==> src/rtl/vga_pkg.sv <==
// -----------------------------------------------------------------------------
// vga_pkg
// Shared raster definitions for the oscilloscope display pipeline.
//   - 1280x1024@60 timing constants (per axis: visible / front / sync / back)
//   - derived line and frame totals
//   - the 12-bit coordinate type consumed by every overlay/condition block
//   - the per-axis scan phase and its pure decode from a coordinate value
// -----------------------------------------------------------------------------
package vga_pkg;

  // Coordinate and frame-counter widths
  localparam int unsigned COORD_W     = 32'd12;
  localparam int unsigned FRAME_CNT_W = 32'd16;

  typedef logic [COORD_W-1:0]     coord_t;
  typedef logic [FRAME_CNT_W-1:0] frame_cnt_t;

  localparam coord_t     COORD_ZERO = 12'd0;
  localparam coord_t     COORD_ONE  = 12'd1;
  localparam frame_cnt_t FRAME_ZERO = 16'd0;
  localparam frame_cnt_t FRAME_ONE  = 16'd1;

  // Coordinates must fit the 12-bit counters
  localparam int unsigned COORD_RANGE = 32'd4096;

  // 1280x1024@60 horizontal timing (pixels)
  localparam int unsigned DEF_H_VISIBLE = 32'd1280;
  localparam int unsigned DEF_H_FRONT   = 32'd48;
  localparam int unsigned DEF_H_SYNC    = 32'd112;
  localparam int unsigned DEF_H_BACK    = 32'd248;

  // 1280x1024@60 vertical timing (lines)
  localparam int unsigned DEF_V_VISIBLE = 32'd1024;
  localparam int unsigned DEF_V_FRONT   = 32'd1;
  localparam int unsigned DEF_V_SYNC    = 32'd3;
  localparam int unsigned DEF_V_BACK    = 32'd38;

  // Sync pins are active-high for this mode
  localparam bit DEF_SYNC_POL = 1'b1;

  // Derived totals: 1688 pixels per line, 1066 lines per frame
  localparam int unsigned DEF_H_TOTAL = DEF_H_VISIBLE + DEF_H_FRONT + DEF_H_SYNC + DEF_H_BACK;
  localparam int unsigned DEF_V_TOTAL = DEF_V_VISIBLE + DEF_V_FRONT + DEF_V_SYNC + DEF_V_BACK;

  // Where along an axis a coordinate sits
  typedef enum logic [1:0] {
    PHASE_VISIBLE = 2'd0,
    PHASE_FRONT   = 2'd1,
    PHASE_SYNC    = 2'd2,
    PHASE_BACK    = 2'd3
  } axis_phase_e;

  // Pure decode of a coordinate into its phase. The bounds are exclusive end
  // points of each region; comparison is done unsigned at 32 bits so a region
  // ending exactly at 4096 still compares correctly.
  function automatic axis_phase_e axis_phase(
    input coord_t      pos,
    input int unsigned visible_end,
    input int unsigned front_end,
    input int unsigned sync_end
  );
    axis_phase_e ph;
    if (32'(pos) < visible_end) begin
      ph = PHASE_VISIBLE;
    end else if (32'(pos) < front_end) begin
      ph = PHASE_FRONT;
    end else if (32'(pos) < sync_end) begin
      ph = PHASE_SYNC;
    end else begin
      ph = PHASE_BACK;
    end
    return ph;
  endfunction

endpackage : vga_pkg

==> src/rtl/vga_axis_counter.sv <==
// -----------------------------------------------------------------------------
// vga_axis_counter
// One raster axis (line or frame direction). Counts 0..TOTAL-1 on each enabled
// edge, wrapping to 0. The sync and visible flags are registered from the
// next-state count so they always describe the count currently presented.
//
// Ports:
//   clk      in   rising-edge clock
//   rst      in   asynchronous active-high reset (count parks at TOTAL-1)
//   en       in   advance this axis on the current edge
//   count    out  current position, 0..TOTAL-1
//   term     out  combinational: this edge advances from TOTAL-1 back to 0
//                 (used to enable the next axis in the cascade)
//   wrap     out  registered one-cycle flag: the count just wrapped to 0
//   sync     out  registered sync level for the presented count
//   visible  out  registered: presented count is inside the visible region
// -----------------------------------------------------------------------------
module vga_axis_counter
  import vga_pkg::*;
#(
  parameter int unsigned VISIBLE  = DEF_H_VISIBLE,
  parameter int unsigned FRONT    = DEF_H_FRONT,
  parameter int unsigned SYNC     = DEF_H_SYNC,
  parameter int unsigned BACK     = DEF_H_BACK,
  parameter bit          SYNC_POL = DEF_SYNC_POL
) (
  input  logic               clk,
  input  logic               rst,
  input  logic               en,
  output logic [COORD_W-1:0] count,
  output logic               term,
  output logic               wrap,
  output logic               sync,
  output logic               visible
);

  localparam int unsigned TOTAL     = VISIBLE + FRONT + SYNC + BACK;
  localparam int unsigned FRONT_END = VISIBLE + FRONT;
  localparam int unsigned SYNC_END  = VISIBLE + FRONT + SYNC;
  localparam coord_t      LAST      = coord_t'(TOTAL - 32'd1);

  // The axis must fit the 12-bit coordinate and have somewhere to count
  if (TOTAL > COORD_RANGE) begin : g_total_too_large
    $error("vga_axis_counter: axis total exceeds the 12-bit coordinate range");
  end
  if (TOTAL < 32'd2) begin : g_total_too_small
    $error("vga_axis_counter: axis total must be at least 2");
  end

  coord_t      count_r;
  coord_t      count_nxt_s;
  logic        term_s;
  logic        wrap_r;
  logic        sync_r;
  logic        visible_r;
  axis_phase_e phase_nxt_s;

  // Terminal-advance detect: enabled while sitting on the last position
  always_comb begin
    term_s = 1'b0;
    if (en && (count_r == LAST)) begin
      term_s = 1'b1;
    end else begin
      term_s = 1'b0;
    end
  end

  // Next-state count: wrap, increment or hold
  always_comb begin
    count_nxt_s = count_r;
    if (term_s) begin
      count_nxt_s = COORD_ZERO;
    end else if (en) begin
      count_nxt_s = count_r + COORD_ONE;
    end else begin
      count_nxt_s = count_r;
    end
  end

  // Phase of the position about to be presented
  always_comb begin
    phase_nxt_s = axis_phase(count_nxt_s, VISIBLE, FRONT_END, SYNC_END);
  end

  // Count and flags, all loaded from the next-state value in the same edge
  always_ff @(posedge clk or posedge rst) begin
    if (rst) begin
      count_r   <= LAST;
      wrap_r    <= 1'b0;
      sync_r    <= ~SYNC_POL;
      visible_r <= 1'b0;
    end else begin
      count_r   <= count_nxt_s;
      wrap_r    <= term_s;
      sync_r    <= (phase_nxt_s == PHASE_SYNC) ? SYNC_POL : ~SYNC_POL;
      visible_r <= (phase_nxt_s == PHASE_VISIBLE);
    end
  end

  assign count   = count_r;
  assign term    = term_s;
  assign wrap    = wrap_r;
  assign sync    = sync_r;
  assign visible = visible_r;

endmodule : vga_axis_counter

==> src/rtl/vga_timing_gen.sv <==
// -----------------------------------------------------------------------------
// vga_timing_gen
// Raster scan source for the oscilloscope display. Two cascaded axis counters
// produce the column/row pair with sync pins, an active-video flag, line and
// frame start pulses and a frame counter, all cycle-aligned to the presented
// coordinate so downstream decoders can gate pixels combinationally.
//
// Ports:
//   CLK            in   system clock, rising edge
//   RESET          in   asynchronous active-high reset
//   PIX_EN         in   pixel strobe; one advance per enabled edge
//   VGA_horzCoord  out  column, 0..H_TOTAL-1
//   VGA_vertCoord  out  row, 0..V_TOTAL-1
//   HSYNC          out  horizontal sync pin
//   VSYNC          out  vertical sync pin (held for whole sync lines)
//   ACTIVE         out  column and row both in the visible region
//   LINE_START     out  one-cycle pulse when the column becomes 0
//   FRAME_START    out  one-cycle pulse when the coordinates become (0,0)
//   FRAME_CNT      out  frames started since reset, 16-bit modulo
// -----------------------------------------------------------------------------
module vga_timing_gen
  import vga_pkg::*;
#(
  parameter int unsigned H_VISIBLE = DEF_H_VISIBLE,
  parameter int unsigned H_FRONT   = DEF_H_FRONT,
  parameter int unsigned H_SYNC    = DEF_H_SYNC,
  parameter int unsigned H_BACK    = DEF_H_BACK,
  parameter int unsigned V_VISIBLE = DEF_V_VISIBLE,
  parameter int unsigned V_FRONT   = DEF_V_FRONT,
  parameter int unsigned V_SYNC    = DEF_V_SYNC,
  parameter int unsigned V_BACK    = DEF_V_BACK,
  parameter bit          SYNC_POL  = DEF_SYNC_POL
) (
  input  logic                   CLK,
  input  logic                   RESET,
  input  logic                   PIX_EN,
  output logic [COORD_W-1:0]     VGA_horzCoord,
  output logic [COORD_W-1:0]     VGA_vertCoord,
  output logic                   HSYNC,
  output logic                   VSYNC,
  output logic                   ACTIVE,
  output logic                   LINE_START,
  output logic                   FRAME_START,
  output logic [FRAME_CNT_W-1:0] FRAME_CNT
);

  coord_t     h_count_s;
  coord_t     v_count_s;
  logic       h_term_s;
  logic       v_term_s;
  logic       h_wrap_s;
  logic       v_wrap_s;
  logic       h_sync_s;
  logic       v_sync_s;
  logic       h_visible_s;
  logic       v_visible_s;
  frame_cnt_t frame_cnt_r;

  // Column counter advances on every pixel strobe
  vga_axis_counter #(
    .VISIBLE  (H_VISIBLE),
    .FRONT    (H_FRONT),
    .SYNC     (H_SYNC),
    .BACK     (H_BACK),
    .SYNC_POL (SYNC_POL)
  ) u_h_axis (
    .clk      (CLK),
    .rst      (RESET),
    .en       (PIX_EN),
    .count    (h_count_s),
    .term     (h_term_s),
    .wrap     (h_wrap_s),
    .sync     (h_sync_s),
    .visible  (h_visible_s)
  );

  // Row counter advances in the same edge that the column wraps, so a frame
  // boundary is exactly the row counter's own terminal advance.
  vga_axis_counter #(
    .VISIBLE  (V_VISIBLE),
    .FRONT    (V_FRONT),
    .SYNC     (V_SYNC),
    .BACK     (V_BACK),
    .SYNC_POL (SYNC_POL)
  ) u_v_axis (
    .clk      (CLK),
    .rst      (RESET),
    .en       (h_term_s),
    .count    (v_count_s),
    .term     (v_term_s),
    .wrap     (v_wrap_s),
    .sync     (v_sync_s),
    .visible  (v_visible_s)
  );

  // Frame counter steps in the edge that presents (0,0)
  always_ff @(posedge CLK or posedge RESET) begin
    if (RESET) begin
      frame_cnt_r <= FRAME_ZERO;
    end else if (v_term_s) begin
      frame_cnt_r <= frame_cnt_r + FRAME_ONE;
    end else begin
      frame_cnt_r <= frame_cnt_r;
    end
  end

  assign VGA_horzCoord = h_count_s;
  assign VGA_vertCoord = v_count_s;
  assign HSYNC         = h_sync_s;
  assign VSYNC         = v_sync_s;
  // Both flags are registered; their AND has no further logic depth
  assign ACTIVE        = h_visible_s & v_visible_s;
  // The column wraps on every line start; the row wraps only on frame start
  assign LINE_START    = h_wrap_s;
  assign FRAME_START   = v_wrap_s;
  assign FRAME_CNT     = frame_cnt_r;

endmodule : vga_timing_gen

==> config.mk <==
export PLATFORM = sky130hd
export DESIGN_NAME = vga_timing_gen
export DESIGN_NICKNAME = d
export VERILOG_FILES = /design/src/rtl/vga_pkg.sv /design/src/rtl/vga_axis_counter.sv /design/src/rtl/vga_timing_gen.sv
export SDC_FILE = /design/constraint.sdc
export NUM_CORES = 1
export LEC_CHECK = 0
export CAP_MARGIN = 20
export CORE_MARGIN = 2
export CORE_UTILIZATION = 35
export DETAILED_ROUTE_END_ITERATION = 12
export GPL_TIMING_DRIVEN = 0
export PLACE_DENSITY_LB_ADDON = 0.25
export SLEW_MARGIN = 20
export SYNTH_ARGS = -nofsm -noshare
export SYNTH_HDL_FRONTEND = slang
export SYNTH_SLANG_ARGS = --single-unit
==> constraint.sdc <==
create_clock -name CLK -period 4.13 [get_ports CLK]
set_input_delay 1.0325 -clock CLK [delete_from_list [all_inputs] [get_ports CLK]]
set_output_delay 1.0325 -clock CLK [all_outputs]
set_load 0.05 [all_outputs]
==> flow_summary_export.csv, run 1 <==
group,metric,value,unit
run_status,status,"finished clean",
die,rows,30,
logic_synthesis,synth_edf_count,0,
routing,drt_iter0_drc,104,
sta,rsz0062_at_grt,"false",
sta,tightest_slew,0.620,ns
logic_synthesis,yosys_warnings,0,
power,pwr_density_cell,338,mW/mm2
sta,slew-limit-headroom,58.3,%
logic_synthesis,syn_inst,249,
clock_tree,cts_hold_buf,0,
die,io_pins,48,
global_route,grt_max_degree,28,
clock_tree,clockRootBuffer,"clkbuf_8",
cells_and_area,area_growth,28.3,%
power,p_total,1050,uW
placed_design,post-place-cells,377,
routing,drc,0,
clock_tree,tritoncts,"built",
clock_tree,clockBufferDepth,2,
power,vdd_drop_max,291,uV
run,maxCapViolations,0,
sta,min_period,3.16,ns
sta,max_freq,0.317,GHz
global_route,grt_overflow,0,
worst_setup_path,endpoint_kind,"register",
routing,routed_wl,5.52,mm
global_route,antenna_found_initial,0,
cells_and_area,layout-drive-gt1-share,9.51,%
sta,setup_viol_count_final,0,
clock_tree,cts_setup_buffers,0,
die,die_x,87.2,um
worst_setup_path,path_max_fanout,10,
logic_synthesis,synth_seq_cells,46,
routing,dr.pass1.iters,4,
worst_setup_path,crit_arrival,3.35,ns
die,die_area,0.00760,mm2
logic_synthesis,async_reset_ff_share,100,%
global_route,track_usage,15.5,%
sta,finalHoldViolations,0,
sta,fin_skew,0.00765,ns
clock_tree,clock_latency,0.30,ns
die,die-height,87.2,um
logic_synthesis,syn-cell-area,0.00242,mm2
logic_synthesis,netlist_top_cells_area,"dfrtp_1 36%, dfstp_2 12%, xor2_1 5.8%",
die,fp.coreArea,0.00676,mm2
sta,fin_crit_sh,76.4,%
logic_synthesis,synth_nets,256,
sta,maxSlewViolCount,0,
clock_tree,post_cts_resized,0,
sta,tns,0,ns
logic_synthesis,synth.distinct_cells,47,
cells_and_area,nets,311,
logic_synthesis,synthFlopType,"dfrtp_1",
logic_synthesis,avgSynthCellArea,9.73,um2
logic_synthesis,yosysSeqAreaShare,48.1,%
die,start_util,35.9,%
placed_design,post-dp-hpwl,4.07,mm
logic_synthesis,synth_top_area_share,36.2,%
power,clock_power_share,27.6,%
power,combinationalPowerShare,23.2,%
power,intPower,705,uW
logic_synthesis,synth.largest_area_cell,"dfrtp_1",
clock_tree,htree_levels,2,
placed_design,placed_cell_area,0.00301,mm2
power,seqPwrFrac,49.1,%
power,power.leakage,0.00127,uW
global_route,grt_pass1_vias,2001,
power,switching_share,32.9,%
cells_and_area,fin_area,0.00311,mm2
sta,finalHoldWorstSlack,0.470,ns
power,p_sw,346,uW
clock_tree,cts_buffers,5,
hold_path,hold_class,"register to register",
routing,wl_per_cell,14.3,um
cells_and_area,antenna_cells,0,
placed_design,gp_congestion,0.854,
placed_design,port_buffers,47,
worst_setup_path,start_kind,"input pin",
worst_setup_path,required,4.32,ns
worst_setup_path,path_class,"input pin to register",
worst_setup_path,rrSetupSlack,1.30,ns
routing,via_count,2012,
routing,viasPerCell,5.23,
routing,drtAntennaViolNets,0,
cells_and_area,layoutNonFillerInstCount,385,
clock_tree,cts_sinks,46,
clock_tree,path_clk_slew,0.09,ns
global_route,grt_pass1_wl,9.42,mm
## metal layers
layer	up-vias	track usage, %	routed length (um)
li1	996	-	-
met1	969	20.5	2660
met2	43	26.0	2630
met3	4	3.41	199
met4	0	3.50	35
met5	-	0	0
## registers in the layout, summed over array words and instances, names as in the netlist
name and count:
FRAME_CNT 16, u_v_axis.visible 1, u_h_axis.sync 1, u_h_axis.wrap 1
u_h_axis.count 12, u_h_axis.visible 1, u_v_axis.count 12, u_v_axis.wrap 1
u_v_axis.sync 1
## final timing paths
check                      depth (start not counted)           endpoint              start
max                                                8      u_v_axis.sync             PIX_EN
min                                                1      FRAME_CNT[15]      FRAME_CNT[15]
max reg2reg                                        5      u_v_axis.sync  u_h_axis.count[4]
min reg2reg                                        1      FRAME_CNT[15]      FRAME_CNT[15]
max in group asynchronous                          3  u_v_axis.count[0]              RESET
min in group asynchronous                          2       FRAME_CNT[8]              RESET
## cell type report
type	instances	area [um2]
buffer	11	42.5
clock buffer	6	82.6
clock inverter	2	12.5
fill	654	3650
inverter	15	56.3
multi-input combinational	177	1160
sequential	46	1160
tap	80	100
timing repair buffer	48	490
## power by group through the flow
| stage | Clock, uW | Sequential, uW | Combinational [uW] |
|---|---|---|---|
| 2_1_floorplan | 0 | 610 | 84.6 |
| 3_3_place_gp | 0 | 526 | 240 |
| 3_5_place_dp | 0 | 526 | 245 |
| 4_1_cts | 301 | 518 | 246 |
| 5_1_grt | 318 | 525 | 267 |
| 6_report | 291 | 517 | 244 |
## worst max-delay path, cell delays in order
cell and delay (ns):
clkdlybuf4s50_1 0.48, clkbuf_1 0.30, nand4_1 0.13, or4_1 0.53, inv_1 0.15, o211ai_1 0.10
a22o_1 0.28, a2111oi_2 0.34
## synthesized netlist by cell type (4+ instances only)
cell	count
dfrtp_1	35
nand2_1	23
nor3_1	16
xor2_1	16
inv_1	15
nand4_1	15
nor2_1	14
xnor2_1	14
dfstp_2	11
nand3_1	11
clkbuf_1	9
o21ai_0	9
nor4_1	7
or4_1	5
and4_1	4
ha_1	4
## cells by family (layout without fill, tap and decap cells)
logic type,after synthesis,in the layout,synth area share (%)
fa+ha+maj,4,4,2.07
simple gates,115,115,26.5
flops,46,46,48.1
buf+inv,26,82,4.08
xor+xnor,30,30,10.8
mux,2,2,0.878
compound gates,26,26,7.49
## stage by stage
stage | worst slack (ns) | utilization [%]
after detailed placement | 0.630 | 44.6
after floorplan | 1.21 | -
after CTS | 0.950 | 46.0
after global placement | 0.640 | 44.3
final | 0.973 | 46.0
after global routing | 0.788 | 46.0
## cells in the final DEF, fill, tap and decap left out, types with 3 or more instances in the layout
master / netlist / layout
a21oi_1: 3 / 3
and4_1: 4 / 4
clkbuf_1: 9 / 9
clkbuf_8: 0 / 6
clkdlybuf4s50_1: 0 / 47
dfrtp_1: 35 / 35
dfstp_2: 11 / 11
ha_1: 4 / 4
inv_1: 15 / 14
nand2_1: 23 / 23
nand3_1: 11 / 11
nand4_1: 15 / 15
nor2_1: 14 / 14
nor3_1: 16 / 16
nor4_1: 7 / 7
o21ai_0: 9 / 9
o31ai_1: 3 / 3
or4_1: 5 / 5
xnor2_1: 14 / 14
xor2_1: 16 / 16
Note: power is estimated with default switching activity, not from simulation.
==> run 2: changes to the inputs <==
==> constraint.sdc (replaced) <==
create_clock -name CLK -period 2.91 [get_ports CLK]
set_input_delay 0.7275 -clock CLK [delete_from_list [all_inputs] [get_ports CLK]]
set_output_delay 0.7275 -clock CLK [all_outputs]
set_load 0.05 [all_outputs]
==> run 2 against run 1 <==
Non-clock buffer count unchanged. Sequential share of layout area about the same. Cell count unchanged. Clock power up 40%. Via count down 0.40%. Register-to-register slack worse by 1.2 ns. Clock skew up 0.0020 ns. Critical path depth down 3. Critical path type is now register to register. Largest cell class unchanged.
==> flow_summary_export.csv, run 2 (synthesized netlist as in run 1, its figures left out) <==
group,metric,value,unit
clock_tree,cts_buffers,5,
placed_design,port_buffers,47,
sta,fin_crit_sh,96.9,%
worst_setup_path,rr_worst_depth,5,
sta,layout_setup_ws,0.0898,ns
cells_and_area,area_growth,28.3,%
placed_design,gp_congestion,0.819,
cells_and_area,post-route-util,46.0,%
power,power.leakage,0.00127,uW
worst_setup_path,endpoint_kind,"register",
sta,tightest_slew,0.627,ns
routing,viasPerCell,5.21,
placed_design,placed_cell_area,0.00301,mm2
clock_tree,cts_sinks,46,
power,seqPwrFrac,49.4,%
sta,min_period,2.82,ns
cells_and_area,final-seq-area,0.00116,mm2
sta,max_freq,0.355,GHz
clock_tree,path_clk_slew,0.10,ns
cells_and_area,nets,311,
run,maxCapViolations,0,
die,fp.coreArea,0.00676,mm2
global_route,grt_pass1_wl,9.14,mm
placed_design,dp_slack,-0.227,ns
sta,rsz0062_at_grt,"false",
routing,wl_per_cell,13.9,um
worst_setup_path,rr_endpoint,"u_v_axis.sync",
run_status,status,"finished clean",
routing,drt_iter0_drc,108,
die,die-height,87.2,um
cells_and_area,mostFrequentLayoutCells,"47 x clkdlybuf4s50_1, 35 x dfrtp_1, 23 x nand2_1",
clock_tree,post_cts_resized,0,
power,intPower,982,uW
die,die_area,0.00760,mm2
hold_path,hold_start,"FRAME_CNT[15]",
sta,finalHoldViolations,0,
worst_setup_path,rrSetupSlack,0.09,ns
clock_tree,cts_setup_buffers,0,
cells_and_area,fin_area,0.00311,mm2
routing,routed_wl,5.33,mm
clock_tree,clockBufferDepth,2,
worst_setup_path,crit_arrival,3.01,ns
placed_design,post-dp-hpwl,3.85,mm
hold_path,hold_class,"register to register",
global_route,grt_overflow,0,
global_route,grt_pass1_vias,1938,
sta,setup_viol_count_final,0,
global_route,grt_max_degree,30,
worst_setup_path,path_max_fanout,5,
power,p_sw,505,uW
routing,drtAntennaViolNets,0,
hold_path,whs_endpoint,"FRAME_CNT[15]",
clock_tree,tritoncts,"built",
cells_and_area,final_common_cell,"clkdlybuf4s50_1",
worst_setup_path,rr_startpoint,"u_h_axis.count[4]",
power,pwr_density_cell,479,mW/mm2
worst_setup_path,path_class,"register to register",
die,start_util,35.9,%
power,p_total,1490,uW
cells_and_area,layoutNonFillerInstCount,385,
placed_design,post-place-cells,377,
routing,drc,0,
routing,dr.pass1.iters,4,
global_route,antenna_found_initial,0,
cells_and_area,multi_input_area,0.00116,mm2
worst_setup_path,required,3.10,ns
cells_and_area,largest_reg_flops,16,
die,die_x,87.2,um
power,clock_power_share,27.4,%
hold_path,holdPathStages,1,
sta,maxSlewViolCount,0,
power,switching_share,34.0,%
cells_and_area,antenna_cells,0,
clock_tree,htree_levels,2,
routing,via_count,2004,
sta,slew-limit-headroom,57.8,%
clock_tree,cts_hold_buf,0,
clock_tree,clockRootBuffer,"clkbuf_8",
power,vdd_drop_max,393,uV
worst_setup_path,start_kind,"register",
die,rows,30,
cells_and_area,layout-drive-gt1-share,9.84,%
cells_and_area,fillers,674,
global_route,track_usage,15.0,%
die,io_pins,48,
power,combinationalPowerShare,23.2,%
clock_tree,clock_latency,0.31,ns
sta,fin_skew,0.00961,ns
-- run 2: power by group through the flow --
| stage | sequential, uW | combinational (uW) | clock (uW) |
|---|---|---|---|
| global route | 744 | 366 | 446 |
| finish | 735 | 345 | 408 |
| detailed placement | 747 | 345 | 0 |
| global placement | 747 | 340 | 0 |
| floorplan | 866 | 120 | 0 |
| CTS | 736 | 348 | 424 |
-- run 2: worst max-delay path by stage --
stage,startpoint,end,slack (ns),cells past startpoint
final,u_h_axis.count[4],u_v_axis.sync,0.09,5
after global routing,u_h_axis.count[4],u_v_axis.sync,0.005,5
after CTS,u_h_axis.count[4],u_v_axis.sync,0.05,5
after detailed placement,PIX_EN,u_v_axis.sync,-0.23,8
after global placement,PIX_EN,u_v_axis.sync,-0.27,8
after floorplan,u_h_axis.count[4],u_v_axis.sync,0.03,5
-- run 2: final cells by class --
type	count	area share (%)
inverter	15	1.81
multi-input combinational	177	37.3
tap	80	3.22
timing repair buffer	48	15.8
clock buffer	5	2.22
sequential	46	37.5
clock inverter	3	0.765
buffer	11	1.41
-- run 2: layer usage --
metal	vias to the layer above	part of all wire (%)	track usage [%]
li1	1003	-	-
met1	949	50	20.9
met2	43	45	23.7
met3	9	3.5	2.84
met4	0	1.5	4.76
met5	-	0	0
-- run 2: critical path: stages (launching register included) --
cell and delay, ns:
dfstp_2 0.57, or4b_4 0.50, or4_4 0.53, or3_4 0.42, or3_1 0.38, a2111oi_2 0.32
-- run 2: metrics by stage --
stage                     TNS [ns]  hold WS, ns
after floorplan                  0        0.607
after global placement      -0.467        0.455
after detailed placement    -0.407        0.463
after CTS                        0        0.477
after global routing             0        0.496
final                            0        0.467
